## config.mk

```make
export PLATFORM = sky130hd
export DESIGN_NAME = prog_sequencer
export DESIGN_NICKNAME = d
export VERILOG_FILES = /design/src/rtl/seq_pkg.sv /design/src/rtl/prog_mem.sv /design/src/rtl/prog_sequencer.sv
export SDC_FILE = /design/constraint.sdc
export NUM_CORES = 1
export LEC_CHECK = 0
export CORE_UTILIZATION = 55
export DETAILED_ROUTE_END_ITERATION = 7
export GPL_TIMING_DRIVEN = 0
export PLACE_DENSITY = 0.73
export SLEW_MARGIN = 10
export SYNTH_ARGS = -nofsm -noshare
export SYNTH_HDL_FRONTEND = slang
export SYNTH_SLANG_ARGS = --single-unit
```

## constraint.sdc

```tcl
create_clock -name clk -period 7.17 [get_ports clk]
set_clock_uncertainty 0.2 [all_clocks]
set_input_delay 1.434 -clock clk [delete_from_list [all_inputs] [get_ports clk]]
set_output_delay 1.434 -clock clk [all_outputs]
set_load 0.05 [all_outputs]
```

## src/rtl/seq_pkg.sv

```systemverilog
// seq_pkg: shared state type, default sizing and CPU opcode constants for prog_sequencer.
package seq_pkg;

  localparam int unsigned SEQ_DEPTH   = 16;
  localparam int unsigned SEQ_TIMEOUT = 64;
  localparam int unsigned INSTR_W     = 16;

  // CPU opcode field (instr[15:13]) values used when building programs
  localparam logic [2:0] OP_MOV = 3'b110;
  localparam logic [2:0] OP_ALU = 3'b101;

  typedef enum logic [2:0] {
    IDLE,
    SYNC,
    LOAD,
    KICK,
    WAIT_LOW,
    WAIT_HIGH,
    DONE
  } seq_state_t;

endpackage

```

## src/rtl/prog_mem.sv

```systemverilog
// prog_mem: DEPTH x 16 instruction store, one synchronous write port, one combinational read port.
module prog_mem
  import seq_pkg::*;
#(
  parameter int unsigned DEPTH = SEQ_DEPTH,
  parameter int unsigned AW    = $clog2(DEPTH)
) (
  input  logic               clk,
  input  logic               we,
  input  logic [AW-1:0]      waddr,
  input  logic [INSTR_W-1:0] wdata,
  input  logic [AW-1:0]      raddr,
  output logic [INSTR_W-1:0] rdata
);

  logic [INSTR_W-1:0] mem_q [DEPTH];
  logic [INSTR_W-1:0] mem_d [DEPTH];

  // Write-port update of the array image
  always_comb begin
    mem_d = mem_q;
    if (we) begin
      mem_d[waddr] = wdata;
    end
  end

  // Storage is deliberately not reset so a program survives a sequencer reset
  always_ff @(posedge clk) begin
    mem_q <= mem_d;
  end

  assign rdata = mem_q[raddr];

endmodule

```

## src/rtl/prog_sequencer.sv

```systemverilog
// prog_sequencer: feeds a stored program to the CPU through its in/load/s/w handshake.
// Optional watchdog on the CPU wait phases is enabled by defining SEQ_TIMEOUT_EN.
module prog_sequencer
  import seq_pkg::*;
#(
  parameter int unsigned DEPTH   = SEQ_DEPTH,
  parameter int unsigned AW      = $clog2(DEPTH),
  parameter int unsigned TIMEOUT = SEQ_TIMEOUT
) (
  input  logic               clk,
  input  logic               reset,
  input  logic               prog_we,
  input  logic [AW-1:0]      prog_addr,
  input  logic [INSTR_W-1:0] prog_wdata,
  input  logic [AW:0]        prog_len,
  input  logic               start,
  input  logic               cpu_w,
  output logic [INSTR_W-1:0] cpu_in,
  output logic               cpu_load,
  output logic               cpu_s,
  output logic               busy,
  output logic               done,
  output logic               err,
  output logic [AW:0]        pc,
  output logic [AW:0]        retired
);

  localparam int unsigned  PW      = AW + 1;
  localparam logic [PW-1:0] DEPTH_P = PW'(DEPTH);

  seq_state_t    state_q, state_d;
  logic [PW-1:0] pc_q, pc_d;
  logic [PW-1:0] retired_q, retired_d;
  logic [PW-1:0] len_q, len_d;
  logic [PW-1:0] pc_inc;
  logic          busy_q, busy_d;
  logic          done_q, done_d;
  logic          load_q, load_d;
  logic          kick_q, kick_d;

  // Program memory; the host may only write while no run is in progress
  prog_mem #(
    .DEPTH (DEPTH),
    .AW    (AW)
  ) u_mem (
    .clk   (clk),
    .we    (prog_we & ~busy_q),
    .waddr (prog_addr),
    .wdata (prog_wdata),
    .raddr (pc_q[AW-1:0]),
    .rdata (cpu_in)
  );

`ifdef SEQ_TIMEOUT_EN
  localparam int unsigned CW = $clog2(TIMEOUT + 1);

  logic [CW-1:0] cnt_q, cnt_d;
  logic          err_q, err_d;
  logic          waiting;
  logic          wait_met;
  logic          wd_fire;

  // Watchdog fires when a wait state has stalled for a full TIMEOUT window
  always_comb begin
    waiting  = (state_q == SYNC) || (state_q == WAIT_LOW) || (state_q == WAIT_HIGH);
    wait_met = (state_q == WAIT_LOW) ? ~cpu_w : cpu_w;
    wd_fire  = waiting && !wait_met && (cnt_q == CW'(TIMEOUT - 1));
  end

  // Wait counter restarts on every state change
  always_comb begin
    cnt_d = (waiting && (state_d == state_q)) ? cnt_q + CW'(1) : '0;
  end

  assign err = err_q;
`else
  // TIMEOUT only sizes the watchdog; referenced here so both builds share one interface
  if (TIMEOUT == 0) begin : g_timeout_unused
  end

  assign err = 1'b0;
`endif

  // Next-state, counter and registered-output logic
  always_comb begin
    state_d   = state_q;
    pc_d      = pc_q;
    retired_d = retired_q;
    len_d     = len_q;
    pc_inc    = pc_q + PW'(1);
`ifdef SEQ_TIMEOUT_EN
    err_d     = err_q;
`endif

    unique case (state_q)
      IDLE: begin
        if (start) begin
          len_d     = (prog_len > DEPTH_P) ? DEPTH_P : prog_len;
          pc_d      = '0;
          retired_d = '0;
`ifdef SEQ_TIMEOUT_EN
          err_d     = 1'b0;
`endif
          state_d   = (prog_len == '0) ? DONE : SYNC;
        end
      end
      SYNC: begin
        if (cpu_w) state_d = LOAD;
      end
      LOAD:     state_d = KICK;
      KICK:     state_d = WAIT_LOW;
      WAIT_LOW: begin
        if (!cpu_w) state_d = WAIT_HIGH;
      end
      WAIT_HIGH: begin
        if (cpu_w) begin
          pc_d      = pc_inc;
          retired_d = retired_q + PW'(1);
          state_d   = (pc_inc == len_q) ? DONE : LOAD;
        end
      end
      DONE:     state_d = IDLE;
      default:  state_d = IDLE;
    endcase

`ifdef SEQ_TIMEOUT_EN
    if (wd_fire) begin
      state_d = DONE;
      err_d   = 1'b1;
    end
`endif

    busy_d = (state_d != IDLE);
    done_d = (state_d == DONE);
    load_d = (state_d == LOAD);
    kick_d = (state_d == KICK);
  end

  // State and output registers with synchronous active-low reset
  always_ff @(posedge clk) begin
    if (!reset) begin
      state_q   <= IDLE;
      pc_q      <= '0;
      retired_q <= '0;
      len_q     <= '0;
      busy_q    <= 1'b0;
      done_q    <= 1'b0;
      load_q    <= 1'b0;
      kick_q    <= 1'b0;
`ifdef SEQ_TIMEOUT_EN
      cnt_q     <= '0;
      err_q     <= 1'b0;
`endif
    end else begin
      state_q   <= state_d;
      pc_q      <= pc_d;
      retired_q <= retired_d;
      len_q     <= len_d;
      busy_q    <= busy_d;
      done_q    <= done_d;
      load_q    <= load_d;
      kick_q    <= kick_d;
`ifdef SEQ_TIMEOUT_EN
      cnt_q     <= cnt_d;
      err_q     <= err_d;
`endif
    end
  end

  assign cpu_load = load_q;
  assign cpu_s    = kick_q;
  assign busy     = busy_q;
  assign done     = done_q;
  assign pc       = pc_q;
  assign retired  = retired_q;

endmodule
```

* Word-level counts from Yosys, hierarchy flattened
Cells that the tools add are included.
Word-level totals: register bits 278, input port bits 30, logic and storage cells 71
Cells by class: add/subtract/negate cells 2, $lt $le $gt $ge 4, equal/unequal tests 11, mux-type cells 19, bitwise operators 4, reductions and logical operators 7
Operator list (count):
- 256-bit bitwise mux | 1
- 16-bit binary-select mux with 4-bit select | 1
- 16-bit demux with 4-bit select | 1
- 16-bit 2-to-1 mux | 3
- 5-bit 2-to-1 mux | 4
- 5-bit case mux with 2 select lines | 2
- 3-bit 2-to-1 mux | 6
- 3-bit case mux with 6 select lines | 1
- 3-bit by 2-bit == test with 1-bit output (second input constant) | 4
- 5-bit by 1-bit adder with 5-bit output (second input constant) | 2
- 5-bit >= comparator (second input constant) | 2
- 4-bit NOT with 5-bit output | 2
- 3-bit == test (second input constant) | 3
- 5-bit == test | 1
- 5-bit > comparator (second input constant) | 1
- 5-bit logical NOT | 1
- 5-bit by 1-bit less-than comparator with 1-bit output (second input constant) | 1
- 2-bit inequality test (second input constant) | 2
- 3-bit by 1-bit == test with 1-bit output (second input constant) | 1
- 3-bit logical NOT | 1
- 3-bit AND reduction | 1
- 3-bit nonzero test | 1
- 2-bit AND reduction | 1
- 2-bit nonzero test | 1
- other kinds (3) | 3

* Logic depth before layout (Yosys ltp)
word-level depth 6, mapped depth 8, depth with buffers taken out 6

* Modules after synthesis
Synthesis repeated with hierarchy kept, for this count alone.
Second synthesis, totals: cells, all modules 549, area total of the unflattened synthesis 10898.0 um2
By module, submodules not included:
- prog_mem | times used 1, cells an instance 416, area an instance 9720.6 um2, sequential area each 7687.4 um2
- prog_sequencer | times used 1, cells an instance 133, area an instance 1177.4 um2, sequential area each 440.4 um2

* Worst setup path before layout
OpenSTA, ideal clock, no wires.
kind register to output, start register pc_q[1], in the netlist pc[1], end output cpu_in[0], data arrival time 2.264 ns, data required time 5.536 ns, setup slack 3.272 ns, stages on the path, launching flop included 5, buffers on the path 2, path through dfxtp_1 -> buf_2 -> buf_1 -> mux4_2 -> mux4_2
Between the ends: cells in the longest elaborated chain, start to end 4
Ends and longest elaborated chain:
- from (decl) | line prog_sequencer.sv:32 | logic [PW-1:0] pc_q, pc_d;
- from (signal assigned) | line prog_sequencer.sv:156 | pc_q <= pc_d;
- 4-bit NOT with 5-bit output (not written as such) | line prog_mem.sv:32 | assign rdata = mem_q[raddr];
- 16-bit binary-select mux with 4-bit select | line prog_mem.sv:32
- 16-bit 2-to-1 mux (not written as such) (2 in a row) | line prog_mem.sv:32
- to (decl) | line prog_sequencer.sv:18 | output logic [INSTR_W-1:0] cpu_in,
Every way passes these cells. The select of a mux whose other input is x is not followed.

* Worst setup path in the final report
start register pc_q[1], in the netlist pc[1], end output cpu_in[14]
The elaborated chain is that of the path after synthesis.

==> results.md <==
- # diodes: 0
- Max clock buf depth: 3
- Final Net Count: 650
- Slew margin rel.: 0.390
- Vias in the first global route: 5651
- Synth area leaders: edfxtp_1, mux4_2, dfxtp_1, nor2_1, mux4_1
- Vias post-DR: 5399
- Post-detail-place hpwl: 15.0 mm
- Initial antenna violation count: 0
- Number of synthesized register bits: 278
- Pwr per Cell Area: 251 mW/mm^2
- Crit path DAT: 3620 ps
- Fmax: 190 MHz
- Routed WL: 22.9 mm
- Hold Violations, Final: 0
- GP Congestion: 0.814
- GRT overflow: 0
- CTS Hold Buffers Added: 0
- Count of cell types in the netlist: 42
- Startpoint types: flip-flop
- Top_reg_cell synth: edfxtp_1
- Share of the synthesized area in the top cell type: 0.710
- Initial drt markers: 476
- Synth warn: 0
- Io pins: 61
- Period utilization: 0.733
- Tot Pwr: 3.24 mW
- Status: completed
- First-pass GRT wire length: 33.9 mm
- Setup crit end kind: output port
- Die Area: 0.0202 mm^2
- Setup TNS: 0 ps
- Slew Viols, Final: 0
- Die X: 142 um
- Drt first pass iters: 5
- Area growth syn-to-layout: 19.3%
- H-tree Lvls: 1
- Worst hold path class: reg2reg
- Placement Setup Slack: 2500 ps
- Max cap viols: 0
- Filler Cells Inserted: 1270
- Setup Buffers After CTS: 0
- Reg2Reg Depth: 5
- Final instance area: 0.0129 mm^2
- Ys async rst share: 0
- Leak: 4.00 nW
- Core Area: 0.0190 mm^2
- CP max stage delay: 730 ps
- Share of cells above drive strength 1: 0.255
- Post-CTS Resized: 0
- Critical path depth: 5
- Worst slew pin tran: 915 ps
- Clock slew at reported path FFs: 60 ps
- CP most frequent cell: mux4_2
- Crit-path slowest cell: clkdlybuf4s50_1
- Row count: 50
- Syn Nets: 541
- Critical path's top delay family: buffers and inverters
- RSZ-0062 raised after global routing: no
- Final setup margin: 1910 ps
- Mapped Cells: 509
- Setup Crit Path Kind: reg2out
- Setup-failing EPs final: 0
- Post-DRT Antenna Nets: 0
- Clk sinks: 278
- TritonCTS Buffers: 28
- Core Util, Final: 0.679
- Sequential share of the synthesized area: 0.751
- Vias per cell: 6.01
- CTS tree: yes
- Top cells by count, synth: edfxtp_1, mux4_2, nor2_1
- Hold path depth: 2
- Synth Cell Area: 0.0108 mm^2
- Clk_lat worst skew: 530 ps
- Post-Syn Area per Cell: 21.3 um^2
- Min Clock Period, post-route: 5260 ps
- CP Cell Sequence: buf_2, buf_1, mux4_2, mux4_2, clkdlybuf4s50_1
- Placed Area: 0.0121 mm^2
- Initial core utilization: 0.569
- Wire per inst: 25.5 um
- Crit path max fanout: 10
- Count leader, synth: edfxtp_1
- Buf+Inv Stages, Crit Path: 3
- Crit path required time: 5540 ps
- GR Util All Layers: 0.238
- Post-synth EDFFs: 256
- Worst IR Drop VDD: 224 uV
- Root Driver: clkbuf_16
- Detailed-route DRC error count: 0
- Die height: 142 um
- Pin count of the biggest net entering global routing: 17
- Cell taking the most area after synthesis: edfxtp_1
- Port Buffer Count: 59
-- kinds of logic after synthesis --
group / synth area share
flip-flops: 0.751
AND/OR/NAND/NOR: 0.0410
multiplexers: 0.168
buffers and inverters: 0.0168
AO/OA/AOI/OAI: 0.0145
XOR/XNOR: 0.00647
adder cells (fa/ha/maj): 0.00231
other: 0.000347
-- registers in the layout, indices dropped and copies added (netlist names) --
signal       cells
cpu_load         1
busy             1
done             1
state_q          3
pc               5
len_q            5
cpu_s            1
u_mem.mem_q    256
retired          5
-- cell usage in the layout, fill, tap and decap left out, types with 4 or more instances in the layout --
cell type        synthesis  layout
nor2_2                   0      12
buf_1                    5       5
nand3_1                  5       5
clkinv_1                 0       5
nand2b_1                 6       6
nand2_1                 15      15
nor3_2                   0       4
nor2_1                  26      14
buf_2                    7       7
clkinv_2                 0       6
xor2_1                   7       7
clkbuf_1                 8      16
a21oi_1                 13      13
clkdlybuf4s50_1          0      59
clkbuf_16                0      28
mux4_2                  77      77
buf_6                    2       7
and2_1                   4       4
nand3b_1                 6       6
buf_8                    0      10
dfxtp_1                 22      22
o21ai_1                  4       4
buf_4                    1       4
edfxtp_1               256     256
-- where the power goes --
part           internal (mW)  switching [mW]
Sequential              1.79         0.00586
Combinational         0.0443          0.0735
Clock                  0.753           0.570
-- worst min-delay path, cell delays in order (launching register included) --
cell     delay, ps
dfxtp_1        320
nand2_1         50
a21oi_1         50
-- per-layer routing --
layer / track usage / share of wire / wire (um) / vias up
met5: 0 / 0 / 0 / -
met4: 0.0707 / 0.027 / 621 / 0
met3: 0.0410 / 0.065 / 1500 / 47
met2: 0.414 / 0.51 / 11700 / 216
met1: 0.310 / 0.39 / 9040 / 2796
li1: - / - / - / 2340
-- stage by stage --
step,hold slack [ps],std cells
4_1_cts,271,898
3_5_place_dp,262,848
5_1_grt,293,898
2_1_floorplan,244,509
3_3_place_gp,254,828
6_report,266,898
-- layout make-up --
| type | count | area, um^2 | area share |
|---|---|---|---|
| inverters | 2 | 7.51 | 0.000582 |
| multi-input cells | 203 | 2560 | 0.199 |
| well taps | 260 | 325 | 0.0252 |
| clock inverters | 14 | 104 | 0.00805 |
| flip-flops and latches | 278 | 8130 | 0.630 |
| repair buffers | 79 | 875 | 0.0678 |
| plain buffers | 26 | 174 | 0.0135 |
| clock buffers | 36 | 731 | 0.0566 |
-- worst paths after layout --
path	startpoint	endpoint	slack (ps)
max	pc[1]	cpu_in[14]	1910
min	len_q[0]	len_q[0]	270
max reg2reg	busy	u_mem.mem_q[179]	4730
min reg2reg	len_q[0]	len_q[0]	270
Power figures use the tool's default switching activity.
